===== config.mk =====
export PLATFORM = sky130hd
export DESIGN_NAME = usb_line_tx
export DESIGN_NICKNAME = d
export VERILOG_FILES = /design/src/rtl/usb_line_pkg.sv /design/src/rtl/line_tx_fifo.sv /design/src/rtl/usb_line_tx.sv
export SDC_FILE = /design/constraint.sdc
export NUM_CORES = 1
export LEC_CHECK = 0
export ABC_AREA = 1
export BUFFER_PORTS_ARGS = -buffer_cell sky130_fd_sc_hd__buf_2
export CORE_ASPECT_RATIO = 0.6
export CORE_MARGIN = 2
export CORE_UTILIZATION = 56
export CTS_BUF_LIST = sky130_fd_sc_hd__clkbuf_8
export CTS_CLUSTER_SIZE = 30
export DETAILED_ROUTE_END_ITERATION = 10
export PLACE_DENSITY = 0.78
export SYNTH_ARGS = -nofsm -noshare
export SYNTH_HDL_FRONTEND = slang
export SYNTH_SLANG_ARGS = --single-unit

===== constraint.sdc =====
create_clock -name clk -period 1.82 [get_ports clk]
set_input_delay 0.455 -clock clk [delete_from_list [all_inputs] [get_ports clk]]
set_output_delay 0.455 -clock clk [all_outputs]
set_load 0.05 [all_outputs]

===== src/rtl/usb_line_pkg.sv =====
// Shared symbols, state encoding and FIFO entry type for the USB line transmitter.
// USB_LINE_LOW_SPEED_EN selects low-speed J/K polarity; SE0 is identical in both modes.
package usb_line_pkg;

`ifdef USB_LINE_LOW_SPEED_EN
    localparam logic [1:0] SYM_J = 2'b01;
    localparam logic [1:0] SYM_K = 2'b10;
`else
    localparam logic [1:0] SYM_J = 2'b10;
    localparam logic [1:0] SYM_K = 2'b01;
`endif
    localparam logic [1:0] SYM_SE0 = 2'b00;

    // Each state names the symbol class currently on the line.
    typedef enum logic [1:0] {
        IDLE,
        DRIVE,
        EOP_SE0,
        EOP_J
    } line_state_t;

    typedef struct packed {
        logic last;
        logic data;
    } entry_t;

    function automatic logic [1:0] bit_sym(input logic b);
        return b ? SYM_J : SYM_K;
    endfunction

endpackage


===== src/rtl/line_tx_fifo.sv =====
// Small synchronous bit FIFO with flush; depth must be a power of two so pointers wrap naturally.
// any_last reports whether any buffered entry carries the packet-end marker.
module line_tx_fifo
    import usb_line_pkg::*;
#(
    parameter int unsigned DEPTH = 4
) (
    input  logic                     clk,
    input  logic                     rst_n,
    input  logic                     push,
    input  logic                     pop,
    input  logic                     flush,
    input  entry_t                   wr_entry,
    output entry_t                   rd_entry,
    output logic [$clog2(DEPTH):0]   count,
    output logic                     full,
    output logic                     empty,
    output logic                     any_last
);

    localparam int unsigned AW = $clog2(DEPTH);

    entry_t        mem [DEPTH];
    logic [AW-1:0] wr_ptr;
    logic [AW-1:0] rd_ptr;
    logic          do_push;
    logic          do_pop;

    assign full     = (count == (AW+1)'(DEPTH));
    assign empty    = (count == '0);
    assign do_push  = push && !full && !flush;
    assign do_pop   = pop && !empty && !flush;
    assign rd_entry = mem[rd_ptr];

    always_comb begin
        any_last = 1'b0;
        for (int unsigned i = 0; i < DEPTH; i++) begin
            if (((AW+1)'(i) < count) && mem[rd_ptr + AW'(i)].last)
                any_last = 1'b1;
        end
    end

    always_ff @(posedge clk or negedge rst_n) begin
        if (!rst_n) begin
            wr_ptr <= '0;
            rd_ptr <= '0;
            count  <= '0;
        end else if (flush) begin
            wr_ptr <= '0;
            rd_ptr <= '0;
            count  <= '0;
        end else begin
            if (do_push)
                wr_ptr <= wr_ptr + AW'(1);
            if (do_pop)
                rd_ptr <= rd_ptr + AW'(1);
            case ({do_push, do_pop})
                2'b10:   count <= count + (AW+1)'(1);
                2'b01:   count <= count - (AW+1)'(1);
                default: ;
            endcase
        end
    end

    always_ff @(posedge clk) begin
        if (do_push)
            mem[wr_ptr] <= wr_entry;
    end

endmodule


===== src/rtl/usb_line_tx.sv =====
// USB D+/D- line transmitter: buffered bits out as J/K per bit_en, then SE0+J end-of-packet.
// USB_LINE_LOW_SPEED_EN (via usb_line_pkg) swaps J/K polarity for low-speed links.
module usb_line_tx
    import usb_line_pkg::*;
#(
    parameter int unsigned FIFO_DEPTH  = 4,
    parameter int unsigned START_LEVEL = 2,
    parameter int unsigned SE0_CYCLES  = 2,
    parameter int unsigned J_CYCLES    = 1
) (
    input  logic       clk,
    input  logic       rst_n,
    input  logic       bit_en,
    input  logic       tx_data,
    input  logic       tx_last,
    input  logic       tx_valid,
    output logic       tx_ready,
    input  logic       abort,
    output logic [1:0] dp_dm_out,
    output logic       oe,
    output logic       busy,
    output logic       sent_pkt,
    output logic       underrun
);

    localparam int unsigned AW   = $clog2(FIFO_DEPTH);
    localparam int unsigned CMAX = (SE0_CYCLES > J_CYCLES) ? SE0_CYCLES : J_CYCLES;
    localparam int unsigned CW   = $clog2(CMAX + 1);

    line_state_t   state, state_nx;
    logic [CW-1:0] cnt, cnt_nx;
    logic [1:0]    line_nx;
    logic          oe_nx, sent_nx, underrun_nx;
    logic          drop, drop_nx;
    logic          last_drv, last_drv_nx;
    logic          pkt_err, pkt_err_nx;

    logic          flush, push, fifo_pop;
    logic          full, empty, any_last;
    entry_t        head, wr_entry;
    logic [AW:0]   fifo_count;

    assign flush    = bit_en && abort;
    assign tx_ready = !full && !flush;
    assign push     = tx_valid && tx_ready;
    assign busy     = (state != IDLE);
    assign wr_entry = '{last: tx_last, data: tx_data};

    line_tx_fifo #(
        .DEPTH (FIFO_DEPTH)
    ) u_fifo (
        .clk      (clk),
        .rst_n    (rst_n),
        .push     (push),
        .pop      (fifo_pop),
        .flush    (flush),
        .wr_entry (wr_entry),
        .rd_entry (head),
        .count    (fifo_count),
        .full     (full),
        .empty    (empty),
        .any_last (any_last)
    );

    always_comb begin
        state_nx    = state;
        cnt_nx      = cnt;
        line_nx     = dp_dm_out;
        oe_nx       = oe;
        sent_nx     = 1'b0;
        underrun_nx = 1'b0;
        drop_nx     = drop;
        last_drv_nx = last_drv;
        pkt_err_nx  = pkt_err;
        fifo_pop    = 1'b0;

        case (state)
            IDLE: begin
                // Discarding the remainder of an underrun packet runs at clock rate, not bit rate.
                if (drop) begin
                    if (!empty && !flush) begin
                        fifo_pop = 1'b1;
                        if (head.last)
                            drop_nx = 1'b0;
                    end
                end else if (bit_en && !abort &&
                             ((fifo_count >= (AW+1)'(START_LEVEL)) || any_last)) begin
                    fifo_pop    = 1'b1;
                    line_nx     = bit_sym(head.data);
                    oe_nx       = 1'b1;
                    last_drv_nx = head.last;
                    state_nx    = DRIVE;
                end
            end

            DRIVE: begin
                if (bit_en) begin
                    if (abort) begin
                        line_nx    = SYM_SE0;
                        cnt_nx     = CW'(1);
                        pkt_err_nx = 1'b1;
                        state_nx   = EOP_SE0;
                    end else if (last_drv) begin
                        line_nx  = SYM_SE0;
                        cnt_nx   = CW'(1);
                        state_nx = EOP_SE0;
                    end else if (!empty) begin
                        fifo_pop    = 1'b1;
                        line_nx     = bit_sym(head.data);
                        last_drv_nx = head.last;
                    end else begin
                        underrun_nx = 1'b1;
                        line_nx     = SYM_SE0;
                        cnt_nx      = CW'(1);
                        drop_nx     = 1'b1;
                        pkt_err_nx  = 1'b1;
                        state_nx    = EOP_SE0;
                    end
                end
            end

            EOP_SE0: begin
                if (bit_en) begin
                    if (cnt == CW'(SE0_CYCLES)) begin
                        line_nx  = SYM_J;
                        cnt_nx   = CW'(1);
                        state_nx = EOP_J;
                    end else begin
                        cnt_nx = cnt + CW'(1);
                    end
                end
            end

            EOP_J: begin
                if (bit_en) begin
                    if (cnt == CW'(J_CYCLES)) begin
                        line_nx    = SYM_J;
                        oe_nx      = 1'b0;
                        sent_nx    = !pkt_err;
                        pkt_err_nx = 1'b0;
                        state_nx   = IDLE;
                    end else begin
                        cnt_nx = cnt + CW'(1);
                    end
                end
            end

            default: state_nx = IDLE;
        endcase
    end

    always_ff @(posedge clk or negedge rst_n) begin
        if (!rst_n) begin
            state     <= IDLE;
            cnt       <= '0;
            dp_dm_out <= SYM_J;
            oe        <= 1'b0;
            sent_pkt  <= 1'b0;
            underrun  <= 1'b0;
            drop      <= 1'b0;
            last_drv  <= 1'b0;
            pkt_err   <= 1'b0;
        end else begin
            state     <= state_nx;
            cnt       <= cnt_nx;
            dp_dm_out <= line_nx;
            oe        <= oe_nx;
            sent_pkt  <= sent_nx;
            underrun  <= underrun_nx;
            drop      <= drop_nx;
            last_drv  <= last_drv_nx;
            pkt_err   <= pkt_err_nx;
        end
    end

endmodule

==> results by stage, run 1 <==
Run status:
- The flow ran to the end, but the final reports show violations.
- The checks that failed: setup timing.

Placement:
- Detailed placement finished with a half-perimeter wire length of 2669 µm.
- The weighted congestion reported at the end of routability-driven placement is 0.8418.
- The number of cells in the design after placement is 280.
- The total of buffers placed on input and output ports is 13.
- The instance area at placement is 0.001931 mm².

Synth:
- Sorting the synthesized cells by area gives the leading types as sky130_fd_sc_hd__dfrtp_1 27%, sky130_fd_sc_hd__edfxtp_1 14%, sky130_fd_sc_hd__ha_1 12%.
- Yosys printed 0 warnings.
- The count of cell types in the netlist is 30.
- The share of the yosys chip area belonging to registers is around 42%.
- After synthesis, the mean cell area works out to ~8.1 µm².
- Summed over its instances, the top area cell type makes up 26.59% of the synthesized netlist area.
- The synthesized flop and latch total is 27.
- The post-synthesis instance area is between 0.0015 and 0.002 mm².
- The cell count after synthesis came out at 209.
- When the netlist entered floorplanning its net count stood at around 230.
- Summed over all instances, the cell type with the most area after synthesis is sky130_fd_sc_hd__dfrtp_1.

Floorplanning:
- The vertical extent of the die is 46.61 µm.
- The total I/O pin count is 14.
- The die covers between 0.003 and 0.004 mm².
- The width of the die is 75.01 µm.
- The initial core utilization is between 50 and 60%.
- Row generation in the floorplan step produced 15 rows.
- After floorplanning, the core was sized to cover 0.002872 mm².

Clocking:
- The number of clock sinks seen by CTS is 27.
- The clock root buffer is sky130_fd_sc_hd__clkbuf_8.
- TritonCTS built the clock tree.
- The worst-case clock buffer depth is 2.
- The total CTS buffers is 3.
- After clock tree synthesis, the clock-pin slew on the worst setup and hold paths is roughly 0.1 ns.
- The later pin in the worst-skew pair is clocked with a latency of 0.28 ns.
- The H-tree depth is 1.

Finish:
- Relative to the synthesized area, the layout overhead comes to 31.17%.
- The share of layout cells above drive strength 1 is 38.49%.
- The finished cells cover 0.002222 mm².
- For this run, the post-layout net count is 276.
- Fill cells in the final layout number around 190.
- The final cell count without fillers is around 300.
- Registers take 719.4 µm².
- 0 antenna diodes ended up in the layout.
- Summing all multi-input logic gate instances after layout gives 950.9 µm².
- The post-route core utilization is 77.39%.

Routing:
- The first-pass iteration count of the detailed router is 4.
- The number of antenna-violating nets in the routed design is 0.
- After detailed routing, the average wire length per cell comes to 13.30 µm.
- The total number of vias is around 1.5k.
- After detailed routing, the number of remaining DRC violations is 0.
- The via-per-instance ratio is 5.109.
- In this run, the number of DRC markers left after iteration 0 of detailed routing was between 150 and 200.
- Summed over all layers, the routed wires come to a little under 4000 µm.

Power and ir drop:
- The completed layout was analyzed and its total power is 0.003939 W.
- The static leakage power is 1.102 nW.
- VDD sags by at most ~1100 µV.
- For this design the ratio of total power to cell area is around 1800 mW/mm².

Run:
- Across the run, the number of max-cap violations was 0.

Timing:
- Setup violations remaining at the end of the flow were counted as 2.
- The number of hold violations in the final report is 0.
- The smallest clock period supported by the final layout is computed as approximately 1.8 ns.
- Setup repair after global routing could not meet its margin everywhere.
- The transition time at the pin with the least slew margin is 0.4435 ns.
- Based on the critical path, the design can be clocked at up to 542.9 MHz.
- The worst slew margin relative to its limit is a little over two thirds.
- The worst-case clock skew is just over 0.009 ns.
- Dividing the final minimum period by the clock period gives 101.2%.
- The final-report max-slew violation count is 0.
- The worst hold slack after final layout is 0.09963 ns.
- The smallest setup slack after layout is -0.02204 ns.

Setup path:
- In this run the worst path has a maximum fanout of 5.
- The type of element launching the critical path is a register.
- The signal on the critical path passes through buf_6, nand2_4, nand2_1, nand2_2, nand2_1, nand2_1, nand2_1, nand2_2, nand2_1, nand2_1, nand2_2, nand2_4, nand3_4, nand2_4, inv_2, nand2_1, o21ai_2.
- By startpoint and endpoint, the worst setup path is classified as register to register.
- The most numerous cell type found on the critical path is sky130_fd_sc_hd__nand2_1.
- For the worst setup path, the data required time is between 1.5 and 2 ns.
- The kind of capture point of the worst setup path is a register.
- The count of buffering cells on the critical path with inverters included is 2.
- In this design, the largest share of critical-path delay is due to simple AND/OR/NAND/NOR gates.
- For this run, the slowest stage of the critical path takes slightly below 0.5 ns.
- For this design, the slowest cell found on the critical path is sky130_fd_sc_hd__dfrtp_2.
- Data on the critical path arrives at its endpoint at 2.01 ns.

Worst hold path:
- The worst hold-check path type is primary input to asynchronous set/reset pin.

Global route:
- The number of global-route vias before repair is 1191.
- The first global-routing pass estimated between 5000 and 6000 µm of wire.
- The overflow left after global routing is 0.
- Across every metal layer, demand over resource in global routing totals between 20% and 30%.
- The initial antenna violation count is 0.
- Entering global routing, the biggest net connects 20 pins.
## per-layer routing
layer,up-vias,GRT usage [%],part of all wire [%]
li1,753,-,-
met1,695,35.33,49
met2,44,29.47,43
met3,10,4.595,5.8
met4,0,7.857,2.0
met5,-,0,0
## area by class of cell
cell class / instances / area share, %
clock buffer: 3 / 1.858
clock inverter: 1 / 0.3378
inverter: 36 / 6.306
multi-input combinational: 144 / 42.79
sequential: 27 / 32.38
tap: 42 / 2.365
timing repair buffer: 41 / 13.96
## report_power, final
| part | total (W) | switching [W] | internal, W |
|---|---|---|---|
| combinational | 0.00259 | 0.00153 | 0.00106 |
| sequential | 0.000999 | 0.000161 | 0.000839 |
| clock | 0.000348 | 0.000192 | 0.000156 |
| total | 0.00394 | 0.00188 | 0.00205 |
## worst paths after layout
check,slack (ns),from,end,depth (start not counted)
setup / recovery,-0.02,u_fifo.rd_ptr[0],u_fifo.count[0],17
setup reg to reg,-0.02,u_fifo.rd_ptr[0],u_fifo.count[0],17
min in group clk,0.40,tx_data,u_fifo.mem[3][0],1
max in group asynchronous,1.39,rst_n,dp_dm_out[1],1
hold reg to reg,0.43,pkt_err,sent_pkt,1
hold / removal,0.1,rst_n,state[0],1
## per-stage QoR
| stage | TNS (ns) | worst slack (ns) |
|---|---|---|
| detailed placement | -0.4210 | -0.09885 |
| global route | -0.6863 | -0.1265 |
| CTS | 0 | 0.002259 |
| finish | -0.02283 | -0.02204 |
| floorplan | 0 | 0.06095 |
| global placement | -0.01264 | -0.01264 |
## flip-flops by register name (all words and copies together) (netlist names)
name / count
last_drv: 1
oe: 1
dp_dm_out: 2
drop: 1
cnt: 2
underrun: 1
u_fifo.rd_ptr: 2
sent_pkt: 1
u_fifo.count: 3
u_fifo.wr_ptr: 2
u_fifo.mem: 8
pkt_err: 1
state: 2
## cell families after synthesis
| kind of cell | Yosys count | synth area share, % |
|---|---|---|
| AOI/OAI and AO/OA | 30 | 10.19 |
| adders and majority gates | 16 | 11.82 |
| buffers and inverters | 38 | 9.232 |
| DFF | 27 | 42.32 |
| and+or+nand+nor | 96 | 25.41 |
| xor gates and xnor gates | 2 | 1.034 |
## cell usage after synthesis (all sizes together)
library cell	n
nand4	3
dfrtp	18
nand3	10
buf	1
o22ai	2
nor2	17
a31oi	2
o21ai	15
a2bb2oi	1
xnor2	2
o2111ai	1
dfstp	1
clkbuf	1
a21boi	1
a22oi	1
a32o	1
inv	36
edfxtp	8
or2	1
nand2	62
a21oi	6
nor3	3
ha	16
## timing repair
| item | in CTS | in global routing |
|---|---|---|
| pin swaps | 1 | 8 |
| gates resized for setup | 8 | 52 |
| buffers inserted | 1 | 9 |
| hold buffers | 0 | 0 |
| setup endpoints to repair | 13 | 17 |
## placed cells by master (no fill, tap or decap), types with 5 or more instances in the layout
cell                       instances
sky130_fd_sc_hd__ha_1             16
sky130_fd_sc_hd__buf_4            23
sky130_fd_sc_hd__nand2_2          17
sky130_fd_sc_hd__nor2_1           14
sky130_fd_sc_hd__inv_2             8
sky130_fd_sc_hd__inv_1            27
sky130_fd_sc_hd__edfxtp_1          8
sky130_fd_sc_hd__nand3_1           6
sky130_fd_sc_hd__o21ai_0           7
sky130_fd_sc_hd__dfrtp_1          16
sky130_fd_sc_hd__buf_2            11
sky130_fd_sc_hd__nand2_4           5
sky130_fd_sc_hd__nand2_1          40
sky130_fd_sc_hd__buf_6             6
No activity file was read; power rests on OpenSTA's default activity.
==> inputs of run 2 (changes only) <==
ABC_AREA = 0   (was 1)
==> run 2 against run 1 <==
The run still ends with setup timing left; global-route usage up 5.4 points; total power up 7.9%; register-to-register slack worse by 0.21 ns; sequential share of layout area down 2.5 points; final cell count down 12%; area after synthesis up 1.9%; sequential power about the same; non-clock buffer count up 12; largest power group unchanged.
==> results by stage, run 2 <==
Run status:
- The flow ran to the end, but the final reports show violations.
- The final reports fail on setup timing.

Floorplanning:
- For this configuration, the core starts out at a cell density of 59.35%.
- After floorplanning, the core was divided into 15 placement rows.
- The floorplan die area is 0.003558 mm².
- The core region is about 0.0029 mm².
- In this run the horizontal extent of the chip is approximately 76 µm.
- The vertical extent of the die is between 40 and 50 µm.
- For this design the top-level I/O count stands at 14.

Synth:
- The basic-gate share of the synthesized area counting and, or, nand and nor cells is 16.52%.
- The share of the Yosys chip area taken by registers is 41.52%.
- The area share of fa/ha/maj cells after synthesis is approximately 12%.
- A synthesized cell averages 10.46 µm².
- The synthesized design devotes to its leading area cell type 26.09% of total area.
- Sorting the synthesized cells by how often they occur yields 18 x sky130_fd_sc_hd__dfrtp_1, 16 x sky130_fd_sc_hd__ha_1, 16 x sky130_fd_sc_hd__nand2_1.
- The number of flops mapped to enable cells by yosys is 8.
- Among all flip-flop cells after synthesis, the most frequent one is sky130_fd_sc_hd__dfrtp_1.
- The cell with the most instances after synthesis is sky130_fd_sc_hd__dfrtp_1.
- By area, the combinational part of the netlist is dominated by simple AND/OR/NAND/NOR gates.
- The count of cell types in the netlist is 45.
- The multiplexer fraction of the synthesized cell area is 11.01%.
- The synthesized netlist devotes 1.014% of its cell area to XOR and XNOR gates.
- When the netlist entered floorplanning its net count stood at roughly 190.
- The total of warnings raised by yosys is 0.
- The post-synthesis instance area is approximately 0.0017 mm².
- The post-synthesis cell type with the largest combined area is sky130_fd_sc_hd__dfrtp_1.
- The synthesized netlist cell count is between 150 and 200.
- The share of synthesized flip-flops with an asynchronous set or reset is 70.37%.
- Sorting the synthesized cells by area gives the leading types as sky130_fd_sc_hd__dfrtp_1 26%, sky130_fd_sc_hd__edfxtp_1 14%, sky130_fd_sc_hd__ha_1 12%.
- The synthesized flop and latch total is 27.
- Summing the areas of all compound-gate instances in the mapped netlist gives 13.26% of the synthesized area.

Global route:
- The initial antenna violation count is 0.
- Summed over all layers, the global routing overflow is 0.
- Across every metal layer, demand over resource in global routing totals around 28%.
- The number of global-route vias before repair came to 1365.
- Entering global routing, the biggest net connects 20 pins.
- The first global-routing pass estimated about 7000 µm of wire.

Timing:
- The final-report max-slew violation count is 0.
- The smallest setup slack after layout is -0.2350 ns.
- The number of hold violations in the final report is 0.
- The worst slew margin relative to its limit is between 60% and 70%.
- The total setup violations reported at the end of the flow is 14.
- The total negative slack for setup checks is -1.785 ns.
- Based on the critical path, the design can be clocked at up to 486.6 MHz.
- The routed design could run at a clock period as short as 2.055 ns.
- The worst-case clock skew is between 0.008 and 0.009 ns.
- The transition time at the pin with the least slew margin is 0.4645 ns.
- The final critical-path share of the clock period is 112.9%.
- Setup repair after global routing could not meet its margin everywhere.

Power and ir drop:
- The worst-case IR drop observed on VDD is 1140 µV.
- The internal portion of total power is 0.002348 W.
- In this run the power density over the cells is 1760 mW/mm².
- Summed over all cells, the static leakage comes to 1.076 nW.
- The share of total power in combinational logic is 67.0%.
- The share of total power dissipated in sequential elements is 24.1%.
- The total power consumption of the routed design is 0.004251 W.
- The part of the power in the clock network is under 10%.
- Net switching is 44.75% of the power.
- For this design the total switching power over the nets is between 0.0015 and 0.002 W.

Routing:
- The first-pass iteration count of the detailed router is 4.
- Once detail routing completed, the nets flagged for antenna violations numbered 0.
- The violation count after the first detailed-route iteration is 166.
- In the final routed layout, each cell accounts on average for 19.84 µm.
- Summed over all layers, the routed wires come to 5139 µm.
- The total number of vias is 1511.
- After detailed routing, the number of vias per cell comes to 5.834.
- The number of design rule violations left after detail routing is 0.

Placement:
- The post-placement worst setup slack is -0.2415 ns.
- The placed instances occupy a cell area of ~0.0021 mm².
- The weighted congestion reported at the end of routability-driven placement is 0.8240.
- The placed wire-length estimate after detailed placement is 3086 µm.
- During placement, the flow inserted port buffers numbering 13.

Setup path:
- STA classifies the critical path startpoint as a register.
- The kind of capture point of the worst setup path is a register.
- In this run the critical register-to-register path is captured at dp_dm_out[0].
- For the worst flop-to-flop path, the logic depth is 9.
- The worst register-to-register path begins at u_fifo.count[1].
- The data required time of the worst path is ~2.0 ns.
- The critical path class is register to register.
- Of all nets on the critical path, the largest fanout is 2.
- The startpoint of the worst setup timing path is u_fifo.count[1].
- The flop-to-flop setup slack is -0.23 ns.
- The arrival time at the worst endpoint is approximately 2.2 ns.

Clocking:
- The total CTS buffers is 3.
- Hold repair after CTS inserted 0 buffers.
- At the later pin of the worst-skew pair, clock insertion delay measures 0.29 ns.
- The H-tree depth is 1.
- The number of clock sinks seen by CTS is 27.
- The worst-case clock buffer depth is 2.
- The clock tree from TritonCTS is built.
- Clock-pin slew was measured on the worst setup and hold paths at 0.11 ns.
- Clock tree synthesis selected as its root buffer the cell sky130_fd_sc_hd__clkbuf_8.

Finish:
- The top register by number of flip-flops is u_fifo.mem.
- The area growth from synthesis to layout is 39.86%.
- The share of layout cells above drive strength 1 is between 40% and 50%.
- The antenna diode count is 0.
- The filler cells instantiated in the layout total 140.
- In the final layout, the registers with the most flip-flops are u_fifo.mem: 8 flops, u_fifo.count: 3 flops.
- The most common cell after layout, fill and taps aside is sky130_fd_sc_hd__buf_4.
- The net count of the finished layout is 241.
- The register with the most flip-flops in the layout has 8 of them.
- With fillers left out, the area of the finished cells amounts to 0.002415 mm².
- In the layout the commonest cells are 37 x sky130_fd_sc_hd__buf_4, 15 x sky130_fd_sc_hd__dfrtp_1, 14 x sky130_fd_sc_hd__nor2_1, 13 x sky130_fd_sc_hd__nand2_1.

Run:
- Across the run, the number of max-cap violations was 0.

Worst hold path:
- The worst hold-check path type is primary input to asynchronous set/reset pin.
[run 2: layout make-up]
class                      count  area [µm²]  share of cell area, %
tap                           42       52.55                  2.176
multi-input combinational    120        1152                  47.72
timing repair buffer          53       389.1                  16.11
sequential                    27       720.7                  29.84
clock inverter                 1       7.507                 0.3109
clock buffer                   3       41.29                  1.710
inverter                      13       51.30                  2.124
[run 2: power by group through the flow]
stage / Combinational [W] / Clock [W] / Sequential [W]
after global routing: 0.00301 / 0.000394 / 0.00104
after global placement: 0.00192 / 0 / 0.000960
after CTS: 0.00235 / 0.000368 / 0.000983
after detailed placement: 0.00203 / 0 / 0.000977
after floorplan: 0.00124 / 0 / 0.00107
final: 0.00285 / 0.000377 / 0.00103
[run 2: worst max-delay path: stages, from the launching register on]
cell                       delay [ns]
sky130_fd_sc_hd__dfrtp_1         0.39
sky130_fd_sc_hd__inv_2           0.07
sky130_fd_sc_hd__ha_4            0.16
sky130_fd_sc_hd__buf_4           0.13
sky130_fd_sc_hd__o311ai_4        0.33
sky130_fd_sc_hd__a21oi_2         0.09
sky130_fd_sc_hd__o31ai_2         0.26
sky130_fd_sc_hd__buf_4           0.18
sky130_fd_sc_hd__nand2_4         0.06
sky130_fd_sc_hd__mux2_4          0.29
[run 2: logic make-up after synthesis]
logic type / Yosys count
muxes: 16
DFF: 27
adders and majority gates: 16
xor gates and xnor gates: 2
AOI/OAI and AO/OA: 29
and+or+nand+nor: 57
buffers and inverters: 18
[run 2: worst max path at each step]
stage,depth (start not counted),slack (ns),to
after global routing,9,-0.29,dp_dm_out[0]
after detailed placement,7,-0.24,state[1]
final,9,-0.23,dp_dm_out[0]
after CTS,7,-0.17,state[1]
after floorplan,8,-0.29,u_fifo.count[2]
after global placement,9,-0.17,cnt[0]
[run 2: stage by stage]
step	utilization, %	hold WS [ns]	instances
4_1_cts	78.15	0.1133	254
3_5_place_dp	70.97	0.4269	245
2_1_floorplan	-	0.1594	165
3_3_place_gp	70.97	0.4276	245
6_report	83.01	0.09653	259
5_1_grt	83.01	0.1260	259
[run 2: per-layer routing]
| metal | vias to the layer above | wire length, µm | track usage (%) |
|---|---|---|---|
| met4 | 0 | 92 | 5.965 |
| met1 | 736 | 2233 | 39.17 |
| met5 | - | 0 | 0 |
| met2 | 74 | 2439 | 44.87 |
| li1 | 690 | - | - |
| met3 | 11 | 373 | 6.009 |
[run 2: what timing repair did]
action                     4_1_cts  5_1_grt
gates resized for setup         25       23
gates cloned                     0        0
setup endpoints to repair       15       16
hold endpoints to repair         0        0
pin swaps                       11        8
buffers inserted                 5        5
==> inputs of run 3 (changes only) <==
==> constraint.sdc (replaced) <==
create_clock -name clk -period 1.82 [get_ports clk]
set_input_delay 0.364 -clock clk [delete_from_list [all_inputs] [get_ports clk]]
set_output_delay 0.364 -clock clk [all_outputs]
set_load 0.05 [all_outputs]
==> run 3 against run 2 <==
The run still ends with setup timing left; core utilization shrank 1.9 points; count of clock-buffer cells in the layout is the same; final area shrank 2.3%; critical path depth shrank 2; sequential cell count is the same; first-iteration DRC count grew 22%; clock power shrank 5.6%; register-to-register slack lost 0.02 ns; sequential share of layout area grew 0.75 points; critical path type unchanged; highest routed layer unchanged.
==> results by stage, run 3 (synthesis gave the netlist of run 2 again) <==
Clocking:
- The clock reaches the later pin of the worst-skew pair after 0.28 ns.
- The hold-fix buffer count after cts is 0.
- TritonCTS built the clock tree.
- Clock tree synthesis found a total of 27 sinks.
- The H-tree depth is 1.
- CTS placed an instance of sky130_fd_sc_hd__clkbuf_8 at the clock tree root.
- The total CTS buffers is 3.
- In this run the deepest clock path goes through 2 buffers.
- After clock tree synthesis, the clock-pin slew on the worst setup and hold paths is 0.10 ns.

Run:
- The max-cap check violation count is 0.

Timing:
- The final critical path time including I/O delays and setup is a little over 2 ns.
- The final critical-path share of the clock period is 114.0%.
- The smallest setup slack after layout is -0.2546 ns.
- The number of hold violations in the final report is 0.
- Setup repair after global routing could not meet its margin everywhere.
- The worst pin sits at a relative slew slack of 68.91%.
- The total setup violations reported at the end of the flow is 14.
- The transition time at the pin with the least slew margin is 0.4664 ns.
- For this run, the top clock speed supported by timing is 482.0 MHz.
- The worst-case clock skew is about 0.004 ns.
- The final-report max-slew violation count was 0.

Floorplanning:
- The die is 47.01 µm tall.
- The initial utilization of the core area, before any placement, comes to 59.35%.
- The width of the die is 75.69 µm.
- After floorplanning, the core was divided into 15 placement rows.
- For this design the top-level I/O count stands at 14.
- The core region is 0.002909 mm².
- The floorplan die area is 0.003558 mm².

Global route:
- Entering global routing, the biggest net connects 20 pins.
- The total track usage is 26.83%.
- For this run the aggregate overflow at the end of global routing stands at 0.
- The initial antenna violation count is 0.
- The first global-routing pass estimated 6762 µm of wire.
- The number of global-route vias before repair came to 1339.

Worst hold path:
- The worst hold-check path type is primary input to asynchronous set/reset pin.

Routing:
- Using the TritonRoute via totals, the vias-per-cell ratio works out to slightly above 6.
- The total number of vias is 1545.
- The number of antenna-violating nets in the routed design is 0.
- The first-pass iteration count of the detailed router is 4.
- The violation count after the first detailed-route iteration is 203.
- The average wire per cell in the routed design is 21.59 µm.
- The total wire length after detailed routing is 5485 µm.
- The number of design rule violations left after detail routing is 0.

Power and ir drop:
- The largest voltage drop on the vdd net is 1100 µV.
- In this run the static leakage power is 1.043 nW.
- The areal power density over the cells is 1784 mW/mm².
- The total power consumption of the routed design is roughly 0.0042 W.

Finish:
- The largest registers in the layout are u_fifo.mem: 8 flops, u_fifo.count: 3 flops.
- The register with the most flip-flops in the layout has 8 of them.
- The most common cell after layout, fill and taps aside is sky130_fd_sc_hd__buf_4.
- In the final design database the tool counted 236 nets.
- The library cells used most frequently in the layout, excluding fill and tap cells, are 32 x sky130_fd_sc_hd__buf_4, 14 x sky130_fd_sc_hd__nor2_1, 14 x sky130_fd_sc_hd__dfrtp_1, 12 x sky130_fd_sc_hd__nand2_1.
- The area growth from synthesis to layout is 36.67%.
- The final cell count without fillers is 254.
- In the final layout, the share of cells above drive strength 1 is approximately half.
- The number of antenna diodes in the final layout is 0.
- More flip-flops sit in one register than any other, and that register is u_fifo.mem.

Setup path:
- The largest delay contributor family on the critical path is multiplexers.
- At the worst endpoint, the required time is 2.02 ns.
- STA classifies the critical path startpoint as a register.
- The setup path with the least slack is of type register to register.
- Data on the critical path arrives at its endpoint at 2.27 ns.
- The peak fanout along the critical path is 7.
- The number of buffers and inverters on the critical path is 1.
- The highest-delay cell along the critical path is sky130_fd_sc_hd__dfrtp_2.
- Traced cell by cell, the critical path runs through mux2i_2, o311ai_4, buf_4, a2111oi_4, nor2_4, mux2_4, o211ai_2.
- The delay of the slowest cell on the worst path is 0.50 ns.
- The kind of capture point of the worst setup path is a register.

Placement:
- Buffers placed on the I/O ports in this run total 13.
- The placed wire-length estimate after detailed placement is 3181 µm.
- The weighted congestion reported at the end of routability-driven placement is 0.9243.
- The number of cells in the design after placement is about 240.

Run status:
- The run finished, with violations left.
- The final reports fail on setup timing.
## run 3: changes by cell type in the layout (fill, tap and decap cells not counted), moves of 2 or more
cell and delta:
sky130_fd_sc_hd__and3_1 -3, sky130_fd_sc_hd__inv_2 +3, sky130_fd_sc_hd__inv_1 -2, sky130_fd_sc_hd__and3_4 +3, sky130_fd_sc_hd__buf_4 -5
## run 3: worst paths after layout
| path | from | endpoint | slack (ns) | depth (start not counted) |
|---|---|---|---|---|
| setup / recovery | u_fifo.rd_ptr[1] | u_fifo.count[2] | -0.25 | 7 |
| hold / removal | rst_n | u_fifo.rd_ptr[1] | 0.02 | 1 |
| setup reg to reg | u_fifo.rd_ptr[1] | u_fifo.count[2] | -0.25 | 7 |
| hold reg to reg | pkt_err | sent_pkt | 0.51 | 1 |
| max in group asynchronous | rst_n | u_fifo.count[0] | 1.45 | 1 |
| min in group clk | tx_last | u_fifo.mem[3][1] | 0.30 | 1 |
## run 3: what timing repair did
item                       CTS  global route
resized for setup           22            28
pin swaps                   12             7
buffers inserted             6             4
setup endpoints to repair   15            19
hold endpoints to repair     0             0
gates cloned                 0             0
## run 3: routing by layer
metal	track usage [%]	share of wire, %	vias up	wire (µm)
li1	-	-	675	-
met1	39.41	43	753	2373
met2	43.13	44	101	2416
met3	6.009	10	16	564
met4	2.105	2.4	0	129
met5	0	0	-	0
## run 3: report_power, final
group	switching [W]	internal [W]	leakage, nW
Combinational	0.00149	0.00132	0.721
Clock	0.000201	0.000156	0.0217
Sequential	0.000211	0.000825	0.300
## run 3: cell type report
| class | instances | area (µm²) |
|---|---|---|
| fillers | 156 | 549.3 |
| multi-input cells | 120 | 1136 |
| repair buffers | 48 | 351.6 |
| inverters | 13 | 48.80 |
| clock inverters | 1 | 7.507 |
| clock buffers | 3 | 41.29 |
| flip-flops and latches | 27 | 721.9 |
| well taps | 42 | 52.55 |
## run 3: stage by stage
step	hold WS [ns]	area (µm²)	worst slack (ns)	TNS (ns)	utilization (%)
2_1_floorplan	0.06841	1767	-0.2851	-1.127	-
3_3_place_gp	0.3294	2034	-0.1746	-1.294	69.94
3_5_place_dp	0.3369	2034	-0.2333	-2.120	69.94
4_1_cts	0.02777	2221	-0.1609	-0.9479	76.34
5_1_grt	0.03573	2360	-0.2837	-3.030	81.12
6_report	0.02281	2360	-0.2546	-2.306	81.12
